`config.mk`:
```
export PLATFORM = sky130hd
export DESIGN_NAME = calc_alu_seq_flat
export DESIGN_NICKNAME = d
export VERILOG_FILES = /design/src/rtl/calc_pkg.sv /design/src/rtl/calc_alu_seq_if.sv /design/src/rtl/calc_muldiv_iter.sv /design/src/rtl/calc_alu_seq.sv /design/src/flat_wrapper.sv
export SDC_FILE = /design/constraint.sdc
export NUM_CORES = 1
export LEC_CHECK = 0
export BUFFER_PORTS_ARGS = -buffer_cell sky130_fd_sc_hd__buf_2
export CORE_UTILIZATION = 40
export DETAILED_ROUTE_END_ITERATION = 8
export SLEW_MARGIN = 10
export SYNTH_ARGS = -nofsm -noshare
export SYNTH_HDL_FRONTEND = slang
export SYNTH_SLANG_ARGS = --single-unit
```
`constraint.sdc`:
```
create_clock -name clk -period 5.2 [get_ports clk]
set_input_delay 1.04 -clock clk [delete_from_list [all_inputs] [get_ports clk]]
set_output_delay 1.04 -clock clk [all_outputs]
set_load 0.05 [all_outputs]
```
`src/rtl/calc_pkg.sv`:
```
// Shared opcodes and FSM state encoding for the sequential
// calculator ALU.
package calc_pkg;

    localparam logic [3:0] OP_ADD = 4'b1111;
    localparam logic [3:0] OP_SUB = 4'b1110;
    localparam logic [3:0] OP_MUL = 4'b1101;
    localparam logic [3:0] OP_DIV = 4'b1100;

    typedef enum logic [1:0] {
        S_IDLE,
        S_RUN,
        S_FIX,
        S_DONE
    } state_t;

endpackage

```
`src/rtl/calc_alu_seq_if.sv`:
```
// Start/busy/done request bus between the control FSM and
// the sequential ALU.
interface calc_alu_seq_if #(
    parameter int W  = 11,
    parameter int RW = 2*W-1
);
    logic                 start;
    logic [3:0]           operator;
    logic signed [W-1:0]  operandA;
    logic signed [W-1:0]  operandB;
    logic                 busy;
    logic                 done;
    logic signed [RW-1:0] answer;
    logic signed [W-1:0]  remainder;
    logic                 error;
    logic                 overflow;

    modport master (
        output start, operator, operandA, operandB,
        input  busy, done, answer, remainder, error, overflow
    );

    modport slave (
        input  start, operator, operandA, operandB,
        output busy, done, answer, remainder, error, overflow
    );
endinterface

```
`src/rtl/calc_muldiv_iter.sv`:
```
// Unsigned one-bit-per-cycle multiplier / restoring divider
// working on operand magnitudes, with its iteration counter.
module calc_muldiv_iter #(
    parameter int W = 11
) (
    input  logic           clk,
    input  logic           rst_n,
    input  logic           load,
    input  logic           mode,
    input  logic           step,
    input  logic [W-1:0]   a_mag,
    input  logic [W-1:0]   b_mag,
    output logic [2*W-1:0] prod,
    output logic [W-1:0]   quot,
    output logic [W-1:0]   rem,
    output logic           last
);
    localparam int CW = $clog2(W);

    logic           mode_q;
    logic [2*W-1:0] acc;
    logic [2*W-1:0] mc;
    logic [W-1:0]   q;
    logic [W-1:0]   r;
    logic [CW-1:0]  cnt;
    logic [W:0]     sh;
    logic [W:0]     dif;

    // Partial remainder shifted left with the next dividend bit.
    assign sh  = {r, q[W-1]};
    assign dif = sh - {1'b0, mc[W-1:0]};

    always_ff @(posedge clk or negedge rst_n) begin
        if (!rst_n) begin
            mode_q <= 1'b0;
            acc    <= '0;
            mc     <= '0;
            q      <= '0;
            r      <= '0;
            cnt    <= '0;
        end else if (load) begin
            mode_q <= mode;
            acc    <= '0;
            mc     <= {{W{1'b0}}, mode ? b_mag : a_mag};
            q      <= mode ? a_mag : b_mag;
            r      <= '0;
            cnt    <= CW'(W-1);
        end else if (step) begin
            cnt <= cnt - 1'b1;
            if (!mode_q) begin
                if (q[0]) acc <= acc + mc;
                mc <= mc << 1;
                q  <= q >> 1;
            end else if (!dif[W]) begin
                r <= dif[W-1:0];
                q <= {q[W-2:0], 1'b1};
            end else begin
                r <= sh[W-1:0];
                q <= {q[W-2:0], 1'b0};
            end
        end
    end

    assign prod = acc;
    assign quot = q;
    assign rem  = r;
    assign last = (cnt == '0);
endmodule

```
`src/rtl/calc_alu_seq.sv`:
```
// Clocked signed add/sub/mul/div unit with start/busy/done
// handshake; mul/div iterate one bit per cycle.
module calc_alu_seq
    import calc_pkg::*;
#(
    parameter int W  = 11,
    parameter int RW = 2*W-1
) (
    input logic           clk,
    input logic           rst_n,
    calc_alu_seq_if.slave bus
);
    state_t state, state_n;

    logic [3:0]           op_q;
    logic signed [W-1:0]  a_q, b_q;
    logic signed [RW-1:0] res_q, ans_o, fix_res, d_ans;
    logic signed [W-1:0]  rem_q, rem_o, fix_rem, d_rem;
    logic                 ovf_q, ovf_o, err_o, done_q;
    logic                 fix_ovf, d_err, d_ovf;
    logic                 load, step, last, neg, is_md;
    logic [2*W-1:0]       prod, pfull;
    logic [W-1:0]         quot, rem;
    logic [RW-1:0]        qx;

    function automatic logic [W-1:0] mag(input logic [W-1:0] x);
        return x[W-1] ? -x : x;
    endfunction

    calc_muldiv_iter #(.W(W)) u_iter (
        .clk   (clk),
        .rst_n (rst_n),
        .load  (load),
        .mode  (bus.operator == OP_DIV),
        .step  (step),
        .a_mag (mag(bus.operandA)),
        .b_mag (mag(bus.operandB)),
        .prod  (prod),
        .quot  (quot),
        .rem   (rem),
        .last  (last)
    );

    // Divide-by-zero skips the iterative path entirely.
    assign is_md = (bus.operator == OP_MUL) ||
                   (bus.operator == OP_DIV && bus.operandB != '0);

    always_ff @(posedge clk or negedge rst_n) begin
        if (!rst_n) state <= S_IDLE;
        else        state <= state_n;
    end

    always_comb begin
        state_n = state;
        load    = 1'b0;
        step    = 1'b0;
        unique case (state)
            S_IDLE: if (bus.start) begin
                if (is_md) begin
                    load    = 1'b1;
                    state_n = S_RUN;
                end else begin
                    state_n = S_DONE;
                end
            end
            S_RUN: begin
                step = 1'b1;
                if (last) state_n = S_FIX;
            end
            S_FIX:   state_n = S_DONE;
            S_DONE:  state_n = S_IDLE;
            default: state_n = S_IDLE;
        endcase
    end

    assign neg   = a_q[W-1] ^ b_q[W-1];
    assign pfull = neg ? -prod : prod;
    assign qx    = {{(RW-W){1'b0}}, quot};

    always_comb begin
        fix_res = '0;
        fix_rem = '0;
        fix_ovf = 1'b0;
        if (op_q == OP_MUL) begin
            fix_res = pfull[RW-1:0];
            fix_ovf = pfull[2*W-1] ^ pfull[2*W-2];
        end else begin
            fix_res = neg ? -qx : qx;
            fix_rem = a_q[W-1] ? -rem : rem;
        end
    end

    always_comb begin
        d_ans = '0;
        d_rem = '0;
        d_err = 1'b0;
        d_ovf = 1'b0;
        unique case (1'b1)
            op_q == OP_ADD: d_ans = RW'(a_q) + RW'(b_q);
            op_q == OP_SUB: d_ans = RW'(a_q) - RW'(b_q);
            op_q == OP_MUL: begin
                d_ans = res_q;
                d_ovf = ovf_q;
            end
            op_q == OP_DIV && b_q == '0: d_err = 1'b1;
            op_q == OP_DIV && b_q != '0: begin
                d_ans = res_q;
                d_rem = rem_q;
            end
            default: d_err = 1'b1;
        endcase
    end

    always_ff @(posedge clk or negedge rst_n) begin
        if (!rst_n) begin
            op_q   <= '0;
            a_q    <= '0;
            b_q    <= '0;
            res_q  <= '0;
            rem_q  <= '0;
            ovf_q  <= 1'b0;
            done_q <= 1'b0;
            ans_o  <= '0;
            rem_o  <= '0;
            err_o  <= 1'b0;
            ovf_o  <= 1'b0;
        end else begin
            done_q <= 1'b0;
            if (state == S_IDLE && bus.start) begin
                op_q <= bus.operator;
                a_q  <= bus.operandA;
                b_q  <= bus.operandB;
            end
            if (state == S_FIX) begin
                res_q <= fix_res;
                rem_q <= fix_rem;
                ovf_q <= fix_ovf;
            end
            if (state == S_DONE) begin
                done_q <= 1'b1;
                ans_o  <= d_ans;
                rem_o  <= d_rem;
                err_o  <= d_err;
                ovf_o  <= d_ovf;
            end
        end
    end

    assign bus.busy      = (state != S_IDLE);
    assign bus.done      = done_q;
    assign bus.answer    = ans_o;
    assign bus.remainder = rem_o;
    assign bus.error     = err_o;
    assign bus.overflow  = ovf_o;
endmodule

```
`src/flat_wrapper.sv`:
```
// flat-port wrapper written by rule: the top's interface ports become plain ports
module calc_alu_seq_flat import calc_pkg::*;
#(
    parameter int W  = 11,
    parameter int RW = 2*W-1
)
  (clk, rst_n, bus_start, bus_operator, bus_operandA, bus_operandB, bus_busy, bus_done, bus_answer, bus_remainder, bus_error, bus_overflow);
  calc_alu_seq_if #(.W(W), .RW(RW)) bus_i ();
  input logic clk;
  input logic rst_n;
  input wire logic [$bits(bus_i.start)-1:0] bus_start;
  input wire logic [$bits(bus_i.operator)-1:0] bus_operator;
  input wire logic [$bits(bus_i.operandA)-1:0] bus_operandA;
  input wire logic [$bits(bus_i.operandB)-1:0] bus_operandB;
  output wire logic [$bits(bus_i.busy)-1:0] bus_busy;
  output wire logic [$bits(bus_i.done)-1:0] bus_done;
  output wire logic [$bits(bus_i.answer)-1:0] bus_answer;
  output wire logic [$bits(bus_i.remainder)-1:0] bus_remainder;
  output wire logic [$bits(bus_i.error)-1:0] bus_error;
  output wire logic [$bits(bus_i.overflow)-1:0] bus_overflow;
  assign bus_i.start = bus_start;
  assign bus_i.operator = bus_operator;
  assign bus_i.operandA = bus_operandA;
  assign bus_i.operandB = bus_operandB;
  assign bus_busy = bus_i.busy;
  assign bus_done = bus_i.done;
  assign bus_answer = bus_i.answer;
  assign bus_remainder = bus_i.remainder;
  assign bus_error = bus_i.error;
  assign bus_overflow = bus_i.overflow;
  calc_alu_seq #(.W(W), .RW(RW)) u_core (.clk(clk), .rst_n(rst_n), .bus(bus_i));
endmodule
```
==> results.txt <==
All-layer global routing usage - 21.42%
Largest family of logic cells by synthesized area - compound AO/OA/AOI/OAI gates
Worst setup slack after placement - 1.703 ns
Transition time at the pin with the least slew margin - 1.079 ns
Detailed-route via count - 9690
Async set-reset flop share out of synthesis - 100.0%
Number of buffers inserted for hold repair after clock tree synthesis - 0
Worst path max stage delay - 0.51 ns
Global placer's final weighted congestion - 0.9211
Power per cell area - 709.1 nW/µm²
Port buffer count - 64
Setup TNS - 0 ns
Register bit count reported by yosys - 167
Critical Path AT - 3.44 ns
Share of cells above drive strength 1 - 11.28%
Final standard cell count with taps included and fillers excluded - 1717
Fmax achieved - 0.3205 GHz
Maximum number of pins on one net before global-route repair - 90
Horizontal die dimension - 169.9 µm
Total clock sinks - 167
Design Area, Final - 12490 µm²
Top Ports - 65
NumNets Final - 1425
Kind of launch point of the worst setup path - flop
Kind of critical path - flop to flop
Maximum buffer depth of the clock tree - 2
Cell with the largest stage delay on the worst path - sky130_fd_sc_hd__a221oi_1
Clock latency reported for the late side of the worst-skew pair - 0.44 ns
Critical register-to-register path startpoint - u_core.u_iter.prod[0]
Leakage - 5.502 nW
CTS Buf Count - 17
Net count of the mapped netlist - 1403
Most used cell along the critical path - sky130_fd_sc_hd__o21ai_1
Post-DP HPWL - 22.28 mm
Worst hold path class - flop to flop
Critical path data required time - 5.52 ns
Tot Pwr - 8.855 mW
Total iterations of the first detailed-routing run - 5
Share of the synthesized netlist area taken by xor and xnor gates - 6.059%
Buffers and inverters on the worst path - 0
Vias in the first global route - 8842
Final period demand of the worst path - 3.120 ns
Top post-synthesis cells by count - sky130_fd_sc_hd__dfrtp_1 (167), sky130_fd_sc_hd__nand2_1 (156), sky130_fd_sc_hd__o21ai_0 (103)
Number of setup buffers added after CTS - 0
Share of the synthesized area in compound gates (AO/OA/AOI/OAI) - 21.38%
Largest area contributor in the netlist - sky130_fd_sc_hd__dfrtp_1
Top_reg_cell synth - sky130_fd_sc_hd__dfrtp_1
Post-Synth Adder-Cell Area - 8.034%
Count of flip-flops with a built-in enable after synthesis - 0
Vias per std cell - 5.644
Distinct cell type count of the synthesized netlist - 78
Tightest hold margin - 0.4916 ns
Synthesis-to-finish area growth - 10.74%
Initial core utilization - 40.59%
DRC violation count after routing - 0
Clock input transition at the sequential cells of the worst setup and hold paths - 0.07 ns
Synthesized netlist cell count - 1304
Height of the die - 169.9 µm
Row Count - 61
Placed cell areas - 11890 µm²
Global-route wire length before repair - 48.64 mm
Die area - 28860 µm²
Area of the core - 27780 µm²
Final critical-path share of the clock period - 60.00%
Area fraction of the dominant cell type after synthesis - 37.06%
Number of violations reported at the end of detailed-routing iteration 0 - 801
Worst setup slack after layout - 2.080 ns
Library cell with the highest instance count after synthesis - sky130_fd_sc_hd__dfrtp_1
Number of instances resized during post-cts repair - 0
Status - finished clean
Warnings from Yosys - 0
Simple-gate area share of the yosys netlist - 17.59%
Number of H-tree branching levels - 4
Pins Over Slew Limit - 0
Avg WL per Cell - 17.64 µm
Top post-synthesis cells by area - sky130_fd_sc_hd__dfrtp_1 (37%), sky130_fd_sc_hd__ha_1 (7.3%), sky130_fd_sc_hd__nand2_1 (5.2%), sky130_fd_sc_hd__o21ai_0 (4.6%), sky130_fd_sc_hd__a21oi_1 (4.2%)
Cell area after synthesis - 11280 µm²
GRT Residual Overflow - 0
Endpoint class of the critical path - flop
Category of cells accounting for the largest share of critical-path delay - compound AO/OA/AOI/OAI gates
Mean post-synth cell area - 8.647 µm²
Routed Wire Length - 30.30 mm
Inserted Diodes - 0
Core occupancy in the finished layout - 44.95%
Maximum vdd ir drop - 0.2718 mV
Count of final hold-check violations - 0
MaxCap Viol Count - 0
Antenna-violating nets left - 0
Final setup viols - 0
Initial antenna violation count - 0
Clk root buf - sky130_fd_sc_hd__clkbuf_16
Clock Skews - 0.009027 ns
Worst-path fanout max - 6
Sequential element share of the synthesized area - 37.06%
Cell total after placement - 1685
Chain of cells forming the critical path - ha_1 -> fa_1 -> a211oi_1 -> o21ai_0 -> a221oi_1 -> o21ai_1 -> a31oi_1 -> o21ai_1 -> mux2i_1
Slew headroom - 28.04%
CTS tree - yes
Timing startpoint of the critical path - u_core.u_iter.prod[0]
Multiplexer share of the synthesized area - 4.727%
RSZ-0062 raised after global routing - no
Worst hold start - u_core.bus.answer[6]
## sequential cells by signal, indices dropped and copies added (netlist names)
name                  count
u_core.b_q               11
u_core.ovf_q              1
u_core.a_q               11
u_core.u_iter.mc         22
u_core.state              2
u_core.u_iter.prod       22
u_core.bus.error          1
u_core.bus.answer        21
u_core.bus.remainder     11
u_core.u_iter.rem        11
u_core.u_iter.mode_q      1
u_core.res_q             21
u_core.bus.done           1
u_core.u_iter.quot       11
u_core.rem_q             11
u_core.u_iter.cnt         4
u_core.op_q               4
u_core.bus.overflow       1
## where the power goes
part | leakage [nW] | internal, mW | switching [mW]
combinational | 3.12 | 1.98 | 2.99
clock | 0.297 | 0.721 | 0.580
sequential | 2.08 | 1.86 | 0.729
## worst paths after layout
path	endpoint	slack, ns	cells after the start
setup reg to reg	u_core.u_iter.prod[20]	2.08	9
hold / removal	u_core.bus.answer[6]	0.49	1
max in group asynchronous	u_core.res_q[10]	3.65	2
hold reg to reg	u_core.bus.answer[6]	0.49	1
min in group asynchronous	u_core.op_q[3]	0.63	1
setup / recovery	u_core.u_iter.prod[20]	2.08	9
## cell usage in the layout, fill, tap and decap left out, types with 6 or more instances in the layout
cell type	n
sky130_fd_sc_hd__nand2_1	156
sky130_fd_sc_hd__inv_1	78
sky130_fd_sc_hd__nand4_1	8
sky130_fd_sc_hd__clkbuf_16	17
sky130_fd_sc_hd__a211oi_1	21
sky130_fd_sc_hd__xor2_1	39
sky130_fd_sc_hd__o21bai_1	10
sky130_fd_sc_hd__mux2i_1	24
sky130_fd_sc_hd__nand3_1	35
sky130_fd_sc_hd__or3_1	8
sky130_fd_sc_hd__buf_4	10
sky130_fd_sc_hd__buf_2	63
sky130_fd_sc_hd__mux2_2	22
sky130_fd_sc_hd__o21ai_0	103
sky130_fd_sc_hd__o22ai_1	14
sky130_fd_sc_hd__a21o_1	10
sky130_fd_sc_hd__and2_1	8
sky130_fd_sc_hd__nor2_1	99
sky130_fd_sc_hd__xnor2_1	39
sky130_fd_sc_hd__dfrtp_1	167
sky130_fd_sc_hd__nand2b_1	10
sky130_fd_sc_hd__a221o_1	12
sky130_fd_sc_hd__a22o_1	12
sky130_fd_sc_hd__a21oi_1	94
sky130_fd_sc_hd__nor3_1	34
sky130_fd_sc_hd__o31ai_1	12
sky130_fd_sc_hd__nor2b_1	10
sky130_fd_sc_hd__ha_1	65
sky130_fd_sc_hd__nor4_1	10
sky130_fd_sc_hd__o211ai_1	24
sky130_fd_sc_hd__a31oi_1	15
sky130_fd_sc_hd__and3_1	6
## layout make-up
cell class | instances | area (µm²)
fillers | 2778 | 15290
inverters | 78 | 292.8
multi-input cells | 987 | 6528
repair buffers | 75 | 421.7
flip-flops and latches | 167 | 4179
clock buffers | 17 | 425.4
clock inverters | 15 | 167.7
well taps | 378 | 473.0
## cells by family after synthesis
logic type,count (synthesis)
xor gates and xnor gates,78
adders and majority gates,70
DFF,167
AOI/OAI and AO/OA,377
and+or+nand+nor,414
buffers and inverters,150
muxes,48
## per-layer routing
layer	vias up	wire (µm)	GRT usage, %	part of all wire [%]
met5	-	0	0	0
met2	235	13600	32.77	45
met4	0	442	5.758	1.5
met3	30	1411	2.558	4.7
met1	4705	14850	31.73	49
li1	4720	-	-	-
## worst register-to-register path, cell delays in order, from the launching register on
cell,delay [ns]
sky130_fd_sc_hd__dfrtp_1,0.48
sky130_fd_sc_hd__ha_1,0.27
sky130_fd_sc_hd__fa_1,0.43
sky130_fd_sc_hd__a211oi_1,0.36
sky130_fd_sc_hd__o21ai_0,0.17
sky130_fd_sc_hd__a221oi_1,0.51
sky130_fd_sc_hd__o21ai_1,0.29
sky130_fd_sc_hd__a31oi_1,0.26
sky130_fd_sc_hd__o21ai_1,0.11
sky130_fd_sc_hd__mux2i_1,0.13
Power figures use the tool's default switching activity.
